==> src/rtl/keypad_scanner.sv <==
// keypad_scanner: 4x4 matrix keypad scanner with per-scan debounce, ghost rejection and valid/ready key output.
// Define KEYPAD_REPEAT_EN to re-emit a held key after REPEAT_DELAY scans and then every REPEAT_RATE scans.
module keypad_scanner #(
    parameter int SCAN_DIV     = 50000,
    parameter int DEB_SCANS    = 4,
    parameter int REPEAT_DELAY = 60,
    parameter int REPEAT_RATE  = 15
) (
    input  logic       clk,
    input  logic       rst,
    input  logic [3:0] col_in,
    output logic [3:0] row_out,
    output logic [3:0] key_code,
    output logic       key_valid,
    input  logic       key_ready,
    output logic       key_held,
    output logic       overrun
);
    localparam int CW = $clog2(SCAN_DIV);
    localparam int NW = $clog2(DEB_SCANS + 1);

    typedef enum logic [1:0] {IDLE, PRESS_DEB, PRESSED, REL_DEB} state_t;

    if (SCAN_DIV < 2 || DEB_SCANS < 1 || REPEAT_DELAY < 1 || REPEAT_RATE < 1) begin : g_bad_param
        $error("keypad_scanner: parameter out of range");
    end

    logic [CW-1:0] div;
    logic [1:0]    row;
    logic [11:0]   samp;
    logic [15:0]   full;
    logic [3:0]    enc;
    logic          tc, scan_pulse;
    logic [4:0]    res, prev;
    logic [NW-1:0] deb, deb_n;
    logic          is_key, deb_ok, accept, emit;
    logic [3:0]    emit_code;
    state_t        state, state_n;

    assign tc      = div == CW'(SCAN_DIV - 1);
    assign row_out = ~(4'b0001 << row);
    assign full    = {~col_in, samp};

    always_comb begin
        enc = '0;
        for (int i = 0; i < 16; i++)
            if (full[i]) enc = 4'(i);
    end

    // res is {is_key, code}; NONE and MULTI both collapse to zero
    always_ff @(posedge clk) begin
        if (rst) begin
            div        <= '0;
            row        <= '0;
            samp       <= '0;
            res        <= '0;
            scan_pulse <= 1'b0;
        end else begin
            scan_pulse <= tc && row == 2'd3;
            div        <= tc ? '0 : div + 1'b1;
            if (tc) begin
                row  <= row + 1'b1;
                samp <= row == 2'd3 ? '0 : samp | ({8'b0, ~col_in} << {row, 2'b00});
                if (row == 2'd3)
                    res <= (full != '0 && (full & (full - 16'd1)) == '0) ? {1'b1, enc} : '0;
            end
        end
    end

    assign is_key = res[4];
    assign deb_n  = res != prev ? NW'(1) : deb == NW'(DEB_SCANS) ? deb : deb + 1'b1;
    assign deb_ok = deb_n == NW'(DEB_SCANS);

    always_ff @(posedge clk) begin
        if (rst) begin
            prev <= '0;
            deb  <= '0;
        end else if (scan_pulse) begin
            prev <= res;
            deb  <= deb_n;
        end
    end

    always_ff @(posedge clk) begin
        if (rst) state <= IDLE;
        else     state <= state_n;
    end

    always_comb begin
        state_n = state;
        if (scan_pulse)
            state_n = key_held ? (is_key ? PRESSED : deb_ok ? IDLE : REL_DEB)
                               : (!is_key ? IDLE : deb_ok ? PRESSED : PRESS_DEB);
    end

    always_comb begin
        key_held = state == PRESSED || state == REL_DEB;
        accept   = scan_pulse && !key_held && is_key && deb_ok;
    end

`ifdef KEYPAD_REPEAT_EN
    localparam int RMAX = REPEAT_DELAY > REPEAT_RATE ? REPEAT_DELAY : REPEAT_RATE;
    localparam int RW   = $clog2(RMAX + 1);
    logic [RW-1:0] rep_cnt;
    logic          rep_first, rep_step, rep_fire;
    logic [3:0]    hold_code;

    assign rep_step  = scan_pulse && state == PRESSED && is_key;
    assign rep_fire  = rep_step && rep_cnt + 1'b1 == RW'(rep_first ? REPEAT_RATE : REPEAT_DELAY);
    assign emit      = accept || rep_fire;
    assign emit_code = accept ? res[3:0] : hold_code;

    // cleared only once the press is fully released, so a release bounce keeps the cadence
    always_ff @(posedge clk) begin
        if (rst || state == IDLE) begin
            rep_cnt   <= '0;
            rep_first <= 1'b0;
        end else if (rep_step) begin
            rep_cnt   <= rep_fire ? '0 : rep_cnt + 1'b1;
            rep_first <= rep_first || rep_fire;
        end
    end

    always_ff @(posedge clk) begin
        if (rst)         hold_code <= '0;
        else if (accept) hold_code <= res[3:0];
    end
`else
    assign emit      = accept;
    assign emit_code = res[3:0];
`endif

    always_ff @(posedge clk) begin
        if (rst) begin
            key_code  <= '0;
            key_valid <= 1'b0;
            overrun   <= 1'b0;
        end else if (emit && key_valid && !key_ready) begin
            overrun <= 1'b1;
        end else if (emit) begin
            key_code  <= emit_code;
            key_valid <= 1'b1;
        end else if (key_valid && key_ready) begin
            key_valid <= 1'b0;
        end
    end
endmodule
==> config.mk <==
export PLATFORM = sky130hd
export DESIGN_NAME = keypad_scanner
export DESIGN_NICKNAME = d
export VERILOG_FILES = /design/src/rtl/keypad_scanner.sv
export SDC_FILE = /design/constraint.sdc
export NUM_CORES = 1
export LEC_CHECK = 0
export BUFFER_PORTS_ARGS = -buffer_cell sky130_fd_sc_hd__buf_2
export CAP_MARGIN = 25
export CORE_AREA = 2 2 65 67
export CTS_CLUSTER_DIAMETER = 120
export CTS_CLUSTER_SIZE = 10
export DETAILED_ROUTE_END_ITERATION = 8
export DIE_AREA = 0 0 67 69
export GPL_ROUTABILITY_DRIVEN = 1
export PLACE_DENSITY = 0.83
export SYNTH_ARGS = -nofsm -noshare
export SYNTH_HDL_FRONTEND = slang
export SYNTH_SLANG_ARGS = --single-unit
==> constraint.sdc <==
create_clock -name clk -period 5.1 [get_ports clk]
set_input_delay 1.02 -clock clk [delete_from_list [all_inputs] [get_ports clk]]
set_output_delay 1.02 -clock clk [all_outputs]
set_load 0.005 [all_outputs]
==> flow_summary.ini, run 1 <==
[floorplanning]
placeableCoreArea_um2 = 3914
chipWidth_um = 67
die_h_um = 69
die-area_um2 = 4623
io_pins = 18
start_util_pct = 62.76
num_rows = 23

[clocking]
holdBufCountCts = 0
postCtsSetupRepairBufs = 0
cts_resized = 0
cts.htree.levels = 2
clkTransAtPathRegs_ns = 0.09
cts_buffers = 5
cts.sinks = 51
clockBufferDepth = 2
insertion_delay_ns = 0.30
cts-root-buf = clkbuf_8
cts_tree = done

[placement]
place_congestion = 0.8321
port_buffers = 17
placed_area_um2 = 2566
dp_hpwl_mm = 3.231

[route]
vias = 2009
drt_iter0_markers = 110
drc = 0
avgViaCountPerCell = 5.691
dr.pass1.iters = 4
wl_per_cell_um = 13.14
ant_nets = 0
finalWirelength_mm = 4.637

[yosys]
async_flop_share_pct = 0
synth_top_flop_cell = dfxtp_1
synth.avg_cell_area_um2 = 8.528
synth_edf_count = 0
synth_seq_cells = 51
yosysWarningCount = 0
seq_area_frac_synth_pct = 41.57
netlist_instances = 288
synth_area_um2 = 2456
synth_cell_types = 45
syn_nets = 302

[worst_setup_path]
crit_type = reg -> out
cp-start-kind = register
cp_max_fo = 5
cp.arrival_ns = 1.21
worstPathRequired_ns = 4.08
worst_setup_path_end_kind = output port

[power_and_ir_drop]
p_leak_nw = 0.9924
ir_drop_uv = 228.8
powerDensity_nw_per_um2 = 265.1

[finish]
fill_cells = 323
area_growth_syn_to_layout_pct = 9.271
multi_input_area_um2 = 1338
seq_area_um2 = 1021
design_area_um2 = 2684
antenna_cells = 0
drive_above_1_share_pct = 10.89
final_nets = 316

[job]
cap_viol_max_count = 0

[timing]
clock_skew_ns = 0.006511
whs_ns = 0.4714
drv_slew = 0
setup_tns_ns = 0
worst_pin_slew_ns = 0.6559
hold_viol_final = 0
min_period_ns = 2.225
slew_headroom_pct = 56.27
max_freq_mhz = 449.3
period_share_pct = 43.64
rsz0062_at_grt = false
setup_viol = 0

[global_route]
grt_pass1_vias = 1801
antenna_found_initial = 0
grt_usage_pct = 22.04
grt_pass1_wl_mm = 8.059
grt_max_degree = 23
overflow = 0

[hold_path]
hp-class = reg -> reg

[run_status]
outcome = finished, final reports clean
kinds of logic after synthesis:
family	Yosys count	synth area share [%]
AO/OA/AOI/OAI	60	16.45
XOR/XNOR	20	7.132
multiplexers	6	2.445
flip-flops	51	41.57
adder cells (fa/ha/maj)	8	3.973
AND/OR/NAND/NOR	118	24.45
buffers and inverters	25	3.974
cell type report:
| type | count | area share (%) |
|---|---|---|
| well taps | 50 | 2.331 |
| repair buffers | 18 | 3.450 |
| inverters | 14 | 1.958 |
| clock inverters | 2 | 1.305 |
| clock buffers | 6 | 3.077 |
| flip-flops and latches | 51 | 38.04 |
| multi-input cells | 212 | 49.84 |
worst paths after layout:
path	start	end	slack, ns	cells past startpoint
setup / recovery	row[0]	row_out[0]	2.87	4
hold / removal	key_code[0]	key_code[0]	0.47	2
setup reg to reg	div[0]	samp[9]	2.93	6
hold reg to reg	key_code[0]	key_code[0]	0.47	2
where the power goes:
group          total [mW]  internal, mW  switching [mW]
registers           0.402         0.400         0.00255
logic              0.0224       0.00743          0.0150
clock network       0.287         0.159           0.128
total               0.711         0.566           0.145
registers in the layout (all words and copies together) (netlist names):
signal,flops
key_code,4
res,5
scan_pulse,1
div,16
overrun,1
row,2
samp,12
deb,3
prev,5
state,1
key_valid,1
layout by cell type, fill, tap and decap left out, types with 2 or more instances in the layout:
cell type  count
inv_1         14
nand2b_1       8
and4_1         2
a22oi_1        2
nor4b_1        2
ha_1           7
a211oi_1       2
nor2_1        41
nand4_1        7
o31ai_1        7
a21oi_1       15
nor2b_1        2
o21ai_1        5
clkbuf_8       6
nor3_1         7
dfxtp_1       51
or4_1          2
xor2_1         8
o21ai_0        5
or2_2          2
mux2i_1        6
and4b_1        2
nand3_1       16
o21a_1        13
buf_2         17
and3_1         2
nor3b_1        2
or4_4          2
a31oi_1        3
xnor2_1       12
nand2_1       17
metrics by stage:
stage               instances  power, mW  worst slack (ns)  utilization, %
floorplan                 288     0.4279             2.895               -
global placement          344     0.4328             2.610           65.38
detailed placement        345     0.4337             2.766           65.57
CTS                       353     0.7179             2.869           68.57
global route              353     0.7365             2.717           68.57
finish                    353     0.7114             2.875           68.57
synthesized netlist by cell type (2+ instances only):
cell type	instances	area (µm²)
nand2b_1	8	50.05
nand3_1	16	80.08
clkbuf_1	7	26.28
o21ai_0	5	25.02
or4_1	2	15.01
a22oi_1	2	15.01
inv_1	14	52.55
nor2_1	41	153.9
or2_2	2	12.51
xor2_1	8	70.07
buf_1	3	11.26
nor4b_1	2	17.52
nor3_1	7	35.03
and3_1	2	12.51
a211oi_1	2	15.01
and4_1	2	17.52
nand2_1	17	63.81
o31ai_1	7	52.55
nor3b_1	2	15.01
nand4_1	7	43.79
dfxtp_1	51	1021
o21a_1	13	97.59
a31oi_1	3	18.77
nor2b_1	2	12.51
and4b_1	2	20.02
a21oi_1	15	75.07
mux2i_1	6	60.06
xnor2_1	12	105.1
o21ai_1	5	25.02
ha_1	7	87.58
or4_4	2	22.52
metal layers:
| layer | track usage, % | vias to the layer above | routed length, µm |
|---|---|---|---|
| met4 | 8.163 | 0 | 59 |
| met5 | 0 | - | 0 |
| met2 | 33.22 | 53 | 2151 |
| met1 | 30.63 | 918 | 2217 |
| met3 | 4.894 | 4 | 209 |
| li1 | - | 1034 | - |
critical path: stages (launching register included):
cell     delay, ns
dfxtp_1       0.43
inv_1         0.12
ha_1          0.22
inv_1         0.05
buf_2         0.10
Power figures use the tool's default switching activity.
==> run 2, diff against run 1 <==
--- a/config.mk
+++ b/config.mk
@@ -7,13 +7,13 @@
 export LEC_CHECK = 0
 export BUFFER_PORTS_ARGS = -buffer_cell sky130_fd_sc_hd__buf_2
 export CAP_MARGIN = 25
-export CORE_AREA = 2 2 65 67
+export CORE_AREA = 2 2 72 74
 export CTS_CLUSTER_DIAMETER = 120
 export CTS_CLUSTER_SIZE = 10
 export DETAILED_ROUTE_END_ITERATION = 8
-export DIE_AREA = 0 0 67 69
+export DIE_AREA = 0 0 74 76
 export GPL_ROUTABILITY_DRIVEN = 1
-export PLACE_DENSITY = 0.83
+export PLACE_DENSITY = 0.72
 export SYNTH_ARGS = -nofsm -noshare
 export SYNTH_HDL_FRONTEND = slang
 export SYNTH_SLANG_ARGS = --single-unit
==> constraint.sdc (replaced) <==
create_clock -name clk -period 1.87 [get_ports clk]
set_input_delay 0.374 -clock clk [delete_from_list [all_inputs] [get_ports clk]]
set_output_delay 0.374 -clock clk [all_outputs]
set_load 0.005 [all_outputs]
==> flow_summary.ini, run 2 (same netlist as run 1, synthesis figures left out) <==
[run_status]
outcome = complete, but fails checks
violations = negative setup slack

[finish]
multi_input_area_um2 = 1425
regMostFlops = div
top_regs = div: 16 flops, samp: 12 flops
antenna_cells = 0
final_nets = 347
largest_reg_flops = 16
drive_above_1_share_pct = 24.02
area_growth_syn_to_layout_pct = 23.64
design_area_um2 = 3037
final_cell_mix = dfxtp_1, nor2_1, buf_4
final_core_util_pct = 61.82
layout.cells.most_common = dfxtp_1
seq_area_um2 = 1027
fill_cells = 418

[worst_setup_path]
r2r-start = samp[0]
worst_setup_path_end_kind = register
worstPathRequired_ns = 2.10
crit_type = reg -> reg
cp.arrival_ns = 2.15
cp-start-kind = register
r2r_cells = 5
cp_max_fo = 5
r2r_end = res[2]
reg2reg_setup_slack_ns = -0.05

[placement]
port_buffers = 17
dp_hpwl_mm = 3.700
placed_area_um2 = 2843
place_congestion = 0.8370

[timing]
drv_slew = 0
clock_skew_ns = 0.009041
setup_viol = 4
max_freq_mhz = 520.5
timing.final.ws_setup_ns = -0.05109
period_share_pct = 102.7
hold_viol_final = 0
rsz0062_at_grt = true
setup_tns_ns = -0.1514
slew_headroom_pct = 69.67
whs_ns = 0.3427
worst_pin_slew_ns = 0.4486
min_period_ns = 1.921

[global_route]
grt_max_degree = 18
grt_usage_pct = 20.14
antenna_found_initial = 0
grt_pass1_vias = 2109
overflow = 0
grt_pass1_wl_mm = 9.135

[floorplanning]
start_util_pct = 50.00
placeableCoreArea_um2 = 4912
die_h_um = 76
num_rows = 26
die-area_um2 = 5624
io_pins = 18
chipWidth_um = 74

[clocking]
clockBufferDepth = 2
cts.sinks = 51
cts.htree.levels = 2
insertion_delay_ns = 0.30
cts-root-buf = clkbuf_8
clkTransAtPathRegs_ns = 0.09
cts_tree = done
cts_buffers = 5

[route]
ant_nets = 0
dr.pass1.iters = 6
vias = 2122
avgViaCountPerCell = 5.266
drc = 0
finalWirelength_mm = 5.258
wl_per_cell_um = 13.05
drt_iter0_markers = 117

[power_and_ir_drop]
p_leak_nw = 1.158
ir_drop_uv = 329.8
powerDensity_nw_per_um2 = 630.5
p_total_mw = 1.915

[hold_path]
worstHoldStart = rst
min_path_cells = 2
min_to = row[1]
hp-class = in -> reg

[job]
cap_viol_max_count = 0
==> run 2: cell count changes in the layout (fill, tap and decap cells not counted), moves of 2 or more <==
| cell | change |
|---|---|
| dfxtp_1 | -5 |
| buf_4 | +29 |
| ha_1 | -2 |
| inv_1 | -2 |
| or4_4 | +2 |
| or4_1 | -2 |
| inv_2 | +2 |
| a21oi_4 | +2 |
| dfxtp_2 | +5 |
| a21oi_1 | -2 |
==> run 2: repair_timing <==
item                       in CTS  in global routing
pin swaps                       9                  7
resized for setup               9                 10
hold buffers                    0                  0
setup endpoints to repair      18                 20
setup buffers                   1                  0
==> run 2: cell type report <==
type / count / share of cell area (%)
sequential: 51 / 33.83
timing repair buffer: 49 / 11.25
clock buffer: 6 / 2.390
tap: 70 / 2.884
multi-input combinational: 212 / 46.93
inverter: 14 / 1.731
clock inverter: 1 / 0.9889
==> run 2: per-layer routing <==
| metal | vias up | part of all wire, % | global-route usage, % |
|---|---|---|---|
| met4 | 0 | 0.97 | 5.818 |
| met1 | 996 | 47 | 25.52 |
| met3 | 4 | 2.9 | 4.233 |
| met2 | 29 | 49 | 33.93 |
| met5 | - | 0 | 0 |
| li1 | 1093 | - | - |
==> run 2: report_power, final <==
part           total, mW  switching [mW]  internal [mW]
Clock              0.738           0.345          0.393
Combinational     0.0812          0.0497         0.0315
Sequential          1.10         0.00575           1.09
==> run 2: through the flow <==
step | worst slack, ns | cells
floorplan | -0.004616 | 288
global placement | -0.03545 | 395
detailed placement | -0.07509 | 395
CTS | -0.05817 | 403
global route | -0.1080 | 403
finish | -0.05109 | 403
==> run 2: worst max-delay path by stage <==
stage            start     end  depth (start not counted)
2_1_floorplan  samp[0]  res[0]                          5
3_3_place_gp   samp[0]  res[2]                          5
3_5_place_dp   samp[0]  res[2]                          5
4_1_cts        samp[1]  res[2]                          5
5_1_grt        samp[0]  res[0]                          5
6_report       samp[0]  res[2]                          5
==> run 2: worst max-delay path, cell delays in order, from the launching register on <==
cell,delay [ns]
dfxtp_2,0.33
or4_4,0.54
or4_4,0.54
a21oi_4,0.16
o2111ai_4,0.15
o21ai_1,0.16
